### config.mk
export PLATFORM = sky130hd
export DESIGN_NAME = updown_mod_counter_flat
export DESIGN_NICKNAME = d
export VERILOG_FILES = /design/src/rtl/updown_mod_counter_if.sv /design/src/rtl/updown_mod_counter.sv /design/src/flat_wrapper.sv
export SDC_FILE = /design/constraint.sdc
export NUM_CORES = 1
export LEC_CHECK = 0
export BUFFER_PORTS_ARGS = -buffer_cell sky130_fd_sc_hd__buf_2
export CAP_MARGIN = 40
export CORE_MARGIN = 5
export CORE_UTILIZATION = 32
export CTS_BUF_LIST = sky130_fd_sc_hd__clkbuf_2 sky130_fd_sc_hd__clkbuf_4 sky130_fd_sc_hd__clkbuf_8
export DETAILED_ROUTE_END_ITERATION = 10
export GPL_TIMING_DRIVEN = 0
export PLACE_DENSITY = 0.57
export RECOVER_POWER = 100
export SYNTH_ARGS = -nofsm -noshare
export SYNTH_HDL_FRONTEND = slang
export SYNTH_SLANG_ARGS = --single-unit
### constraint.sdc
create_clock -name clk -period 1.44 [get_ports clk]
set_input_delay 0.216 -clock clk [delete_from_list [all_inputs] [get_ports clk]]
set_output_delay 0.216 -clock clk [all_outputs]
set_load 0.01 [all_outputs]
### src/rtl/updown_mod_counter_if.sv
// Control/status bundle for updown_mod_counter.
// slave: counter side; master: driver side.
// Inputs to counter: enable, countDirection, saturate (COUNTER_SAT_EN),
//   load, loadValue, clearWrap.
// Outputs from counter: counterOut, step, wrap, wrapFlag.
interface updown_mod_counter_if #(
    parameter int COUNTER_SIZE = 4
);
    logic                    enable;
    logic                    countDirection;
`ifdef COUNTER_SAT_EN
    logic                    saturate;
`endif
    logic                    load;
    logic [COUNTER_SIZE-1:0] loadValue;
    logic                    clearWrap;
    logic [COUNTER_SIZE-1:0] counterOut;
    logic                    step;
    logic                    wrap;
    logic                    wrapFlag;

    modport slave (
        input  enable,
        input  countDirection,
`ifdef COUNTER_SAT_EN
        input  saturate,
`endif
        input  load,
        input  loadValue,
        input  clearWrap,
        output counterOut,
        output step,
        output wrap,
        output wrapFlag
    );

    modport master (
        output enable,
        output countDirection,
`ifdef COUNTER_SAT_EN
        output saturate,
`endif
        output load,
        output loadValue,
        output clearWrap,
        input  counterOut,
        input  step,
        input  wrap,
        input  wrapFlag
    );
endinterface

### src/rtl/updown_mod_counter.sv
// Up/down modulo counter with prescaler, parallel load, wrap pulse, sticky flag.
// Ports: clk, rst (sync, active-high), bus (updown_mod_counter_if.slave).
// Optional: define COUNTER_SAT_EN to add bus.saturate (hold at boundary).
module updown_mod_counter #(
    parameter int COUNTER_SIZE = 4,
    parameter int MOD_VALUE    = 2 ** COUNTER_SIZE,
    parameter int PRESCALE     = 1
) (
    input  logic                clk,
    input  logic                rst,
    updown_mod_counter_if.slave bus
);
    localparam int PW = (PRESCALE > 1) ? $clog2(PRESCALE) : 1;
    localparam logic [PW-1:0] PSC_LAST = PW'(PRESCALE - 1);
    localparam logic [COUNTER_SIZE-1:0] MAXV = COUNTER_SIZE'(MOD_VALUE - 1);

    logic [PW-1:0]           psc;
    logic [COUNTER_SIZE-1:0] cnt;
    logic [COUNTER_SIZE-1:0] cnt_n;
    logic [COUNTER_SIZE-1:0] load_v;
    logic                    tick;
    logic                    bound;
    logic                    sat;
    logic                    wrap_gen;

`ifdef COUNTER_SAT_EN
    assign sat = bus.saturate;
`else
    assign sat = 1'b0;
`endif

    // Loads above the modulo range clamp to the top value.
    assign load_v = (bus.loadValue > MAXV) ? MAXV : bus.loadValue;

    always_comb begin
        tick     = bus.enable & ~bus.load & (psc == PSC_LAST);
        bound    = bus.countDirection ? (cnt == MAXV) : (cnt == '0);
        wrap_gen = 1'b0;
        cnt_n    = cnt;
        if (bound) begin
            if (!sat) begin
                cnt_n    = bus.countDirection ? '0 : MAXV;
                wrap_gen = tick;
            end
        end else if (bus.countDirection) begin
            cnt_n = cnt + COUNTER_SIZE'(1);
        end else begin
            cnt_n = cnt - COUNTER_SIZE'(1);
        end
    end

    always_ff @(posedge clk) begin
        if (rst) begin
            cnt      <= '0;
            psc      <= '0;
            bus.step <= 1'b0;
            bus.wrap <= 1'b0;
        end else if (bus.load) begin
            cnt      <= load_v;
            psc      <= '0;
            bus.step <= 1'b0;
            bus.wrap <= 1'b0;
        end else begin
            if (bus.enable)
                psc <= tick ? '0 : psc + PW'(1);
            if (tick)
                cnt <= cnt_n;
            bus.step <= tick;
            bus.wrap <= wrap_gen;
        end
    end

    // Set beats clear when both happen on the same edge.
    always_ff @(posedge clk) begin
        if (rst)
            bus.wrapFlag <= 1'b0;
        else if (wrap_gen)
            bus.wrapFlag <= 1'b1;
        else if (bus.clearWrap)
            bus.wrapFlag <= 1'b0;
    end

    assign bus.counterOut = cnt;
endmodule

### src/flat_wrapper.sv
// flat-port wrapper written by rule: the top's interface ports become plain ports
module updown_mod_counter_flat 
#(
    parameter int COUNTER_SIZE = 4,
    parameter int MOD_VALUE    = 2 ** COUNTER_SIZE,
    parameter int PRESCALE     = 1
)
  (clk, rst, bus_enable, bus_countDirection, bus_load, bus_loadValue, bus_clearWrap, bus_counterOut, bus_step, bus_wrap, bus_wrapFlag);
  updown_mod_counter_if #(.COUNTER_SIZE(COUNTER_SIZE)) bus_i ();
  input  logic clk;
  input  logic rst;
  input wire logic [$bits(bus_i.enable)-1:0] bus_enable;
  input wire logic [$bits(bus_i.countDirection)-1:0] bus_countDirection;
  input wire logic [$bits(bus_i.load)-1:0] bus_load;
  input wire logic [$bits(bus_i.loadValue)-1:0] bus_loadValue;
  input wire logic [$bits(bus_i.clearWrap)-1:0] bus_clearWrap;
  output wire logic [$bits(bus_i.counterOut)-1:0] bus_counterOut;
  output wire logic [$bits(bus_i.step)-1:0] bus_step;
  output wire logic [$bits(bus_i.wrap)-1:0] bus_wrap;
  output wire logic [$bits(bus_i.wrapFlag)-1:0] bus_wrapFlag;
  assign bus_i.enable = bus_enable;
  assign bus_i.countDirection = bus_countDirection;
  assign bus_i.load = bus_load;
  assign bus_i.loadValue = bus_loadValue;
  assign bus_i.clearWrap = bus_clearWrap;
  assign bus_counterOut = bus_i.counterOut;
  assign bus_step = bus_i.step;
  assign bus_wrap = bus_i.wrap;
  assign bus_wrapFlag = bus_i.wrapFlag;
  updown_mod_counter #(.COUNTER_SIZE(COUNTER_SIZE), .MOD_VALUE(MOD_VALUE), .PRESCALE(PRESCALE)) u_core (.clk(clk), .rst(rst), .bus(bus_i));
endmodule
==> summary.md <==
Clock-pin slew was measured on the worst setup and hold paths at 0.06 ns. In this run, placement finished with an instance count of 83. The first global-routing pass estimated 1750 um of wire.

For the final clock skew, the log shows 0.00820 ns. The worst path in the final design needs a cycle of 1.36 ns, including I/O delays and setup. The worst setup path is launched from a flop. The actual transition at the worst max-transition pin came out at 0.303 ns.

The worst hold path belongs to the class input port to flop. The flow ran to the end, and the final reports show no timing, DRC or antenna violations. Measured along the x axis, the die boundary spans 47.9 um. The cell family contributing the most delay on the critical path is simple AND/OR/NAND/NOR gates. The largest incremental delay on the critical path was 0.55 ns; the share of layout cells above drive strength 1 was 32.4%.

Cells fill 43.9% of the core in the end. The floorplan row count is 13, and the average via count per standard cell is 5.00. Of all nets on the critical path, the largest fanout is 6. Max-cap violations in this run came to 0. Detailed placement finished with a half-perimeter wire length of 780 um.

The run gives 0 as the number of max-slew violations in the final report. Among all stages on the critical path, the largest delay is contributed by or4_4. The total number of vias was 430. The share of total power dissipated in the clock network is 29.8%.

The synthesized area was 459 um^2; the layout overhead on the synthesized area was 27.5%. In the synthesized netlist the dominant register cell turns out to be dfxtp_1. Combinational logic is responsible for 24.7% of the overall power. The number of instances in the synthesized netlist came out at 52. The net count of the finished layout is 86. TritonCTS built the clock tree. Measured along the y axis, the die boundary spans 47.9 um. The clock drives 8 sinks. The die covers 2290 um^2.

The maximum clock frequency was 738 MHz; the number of buffers and inverters on the critical path was 0. Entering global routing, the biggest net connects 11 pins. The worst max-slew margin expressed relative to the limit is 79.8%, and the fraction of power spent switching nets is 29.9%. 17 I/O pins were placed. Setup repair after global routing left no endpoint under its margin.

In this run the power density over the cells is 980 nW/um^2. The count of buffers inserted at the top-level ports came out at 16. The number of register bits inferred by synthesis is 8, and the length of the first detailed-routing pass in iterations is 4.

For the hold buffer count at cts, the log shows 0. The number of diodes is 0. Adding up every negative setup slack in the final design gives 0 ns. For this run, the register share of the synthesized area comes to 34.9%. The number of flops mapped to enable cells by yosys works out to 0. In this run the post-CTS setup repair buffer count came out at 0.

The initial antenna violation count was 0. The tools report the endpoint required time on the critical path as 1.62 ns. In this run the deepest clock path goes through 2 buffers. The number of DRC markers after the initial detailed-route iteration is 6.

By startpoint and endpoint, the worst setup path is classified as flop to flop. The routed length per instance is 12.0 um. The average cell area after synthesis is 8.83 um^2, and the distinct cell type count of the synthesized netlist is 25.

Number of buffers created by CTS: 3. The final critical-path share of the clock period came out at 94.2%. STA classifies the critical path endpoint as a flop. The run gives 1 as the number of H-tree branching levels. The Yosys step of the flow raised 0 warnings. In this run the power spent charging and discharging nets is 172 uW. The number of nets handed over by synthesis was 65. For this run, asynchronously set or reset flops after synthesis account for 0%.

Walking the worst path, the cells encountered are or4_4, nor2_4, nor3_2, a211oi_1. Summed over all cells, the static leakage comes to 0.268 nW. The tools report the peak supply drop as 402 uV. For this run the aggregate overflow at the end of global routing stands at 0. The sequential share of power is 45.5%, and the global placement routability congestion is 0.712. All-layer global routing usage: 11.0%. Setup violations remaining at the end of the flow were counted as 0. Total count of hold-check failures in the final report: 0.

The arrival time of data at the critical path endpoint came out at 1.53 ns. The run gives 425 as the number of global-route vias before repair. The finished layout holds 86 standard cells, fillers aside. The region available for standard cell placement spans 1330 um^2. The internal power came out at 402 uW. In the routed design, unresolved DRC markers number 0. The tools report the starting density of the core as 34.4%. The wire length reported by the detailed router was 1030 um; the number of nets still failing antenna checks after routing was 0. In this run the clock root is driven by a clkbuf_4. The later pin in the worst-skew pair is clocked with a latency of 0.25 ns.
area by class of cell:
| cell class | count | area [um^2] |
|---|---|---|
| buffer | 2 | 10.0 |
| clock buffer | 3 | 22.5 |
| fill | 150 | 748 |
| inverter | 5 | 18.8 |
| multi-input combinational | 37 | 279 |
| sequential | 8 | 163 |
| tap | 15 | 18.8 |
| timing repair buffer | 16 | 73.8 |
flip-flops by register name (all words and copies together), names as in the netlist:
name / cells
u_core.bus.counterOut: 4
u_core.bus.step: 1
u_core.bus.wrap: 1
u_core.bus.wrapFlag: 1
u_core.psc: 1
power groups by stage:
stage	clock network, mW	logic (mW)	registers, mW
6_report	0.171	0.142	0.261
5_1_grt	0.188	0.160	0.265
4_1_cts	0.173	0.141	0.261
3_5_place_dp	0	0.140	0.265
3_3_place_gp	0	0.137	0.265
2_1_floorplan	0	0.0881	0.268
final timing paths:
check             slack (ns)  cells after the start                  endpoint                      from
setup / recovery        0.08                      4  u_core.bus.counterOut[2]  u_core.bus.counterOut[0]
hold / removal          0.14                      2                u_core.psc                bus_enable
setup reg to reg        0.08                      4  u_core.bus.counterOut[2]  u_core.bus.counterOut[0]
hold reg to reg         0.47                      2       u_core.bus.wrapFlag       u_core.bus.wrapFlag
metrics by stage:
| stage | worst slack (ns) | hold slack, ns | area (um^2) | total power [mW] |
|---|---|---|---|---|
| 2_1_floorplan | 0.0768 | 0.285 | 459 | 0.356 |
| 4_1_cts | 0.0414 | 0.140 | 583 | 0.576 |
| 3_5_place_dp | -0.0117 | 0.403 | 558 | 0.405 |
| 5_1_grt | 0.00247 | 0.141 | 586 | 0.613 |
| 6_report | 0.0841 | 0.144 | 586 | 0.574 |
| 3_3_place_gp | 0.0202 | 0.400 | 558 | 0.401 |
routing by layer:
layer  global-route usage (%)  wire length [um]
met5                        0                 0
met4                     4.84                17
met3                     3.38                99
met2                     18.2               448
met1                     12.9               467
cells by family after synthesis:
kind of cell / after synthesis / share of synthesized area (%)
AOI/OAI and AO/OA: 13 / 17.4
xor gates and xnor gates: 4 / 7.63
adders and majority gates: 3 / 9.81
buffers and inverters: 7 / 6.27
DFF: 8 / 34.9
muxes: 1 / 2.18
and+or+nand+nor: 16 / 21.8
cell usage after synthesis, types with 2 or more instances:
cell      number  area (um^2)
inv_1          5         18.8
nor2_1         3         11.3
a21oi_1        6         30.0
nand2b_1       2         12.5
dfxtp_1        8          160
nand2_1        4         15.0
buf_2          2         10.0
a211oi_1       2         15.0
ha_1           2         25.0
xnor2_1        2         17.5
xor2_1         2         17.5
what timing repair did:
item                                    4_1_cts  5_1_grt
endpoints found under the setup margin        1        2
hold endpoints to repair                      0        0
gates resized for setup                       2        2
cell usage in the layout, fill, tap and decap left out:
master / count
o22ai_1: 1
o21a_1: 1
or4_4: 1
o21ai_1: 1
inv_1: 5
dfxtp_2: 2
clkbuf_4: 3
nand2b_1: 2
nor4b_1: 1
a21oi_1: 5
nor2_4: 1
and2_1: 1
a211oi_1: 1
dfxtp_1: 6
fa_1: 1
a211oi_2: 1
clkbuf_1: 5
mux2i_1: 1
xor2_1: 2
a21oi_2: 1
nand2_1: 4
a221oi_1: 1
buf_2: 13
and4_1: 1
ha_1: 2
xnor2_1: 2
nor3_2: 1
a21o_1: 1
nor3_1: 1
nor2_1: 3
worst register-to-register path, cell delays in order, from the launching register on:
cell	delay (ns)
dfxtp_2	0.35
or4_4	0.55
nor2_4	0.12
nor3_2	0.07
a211oi_1	0.19
(Power assumes the default switching activity.)
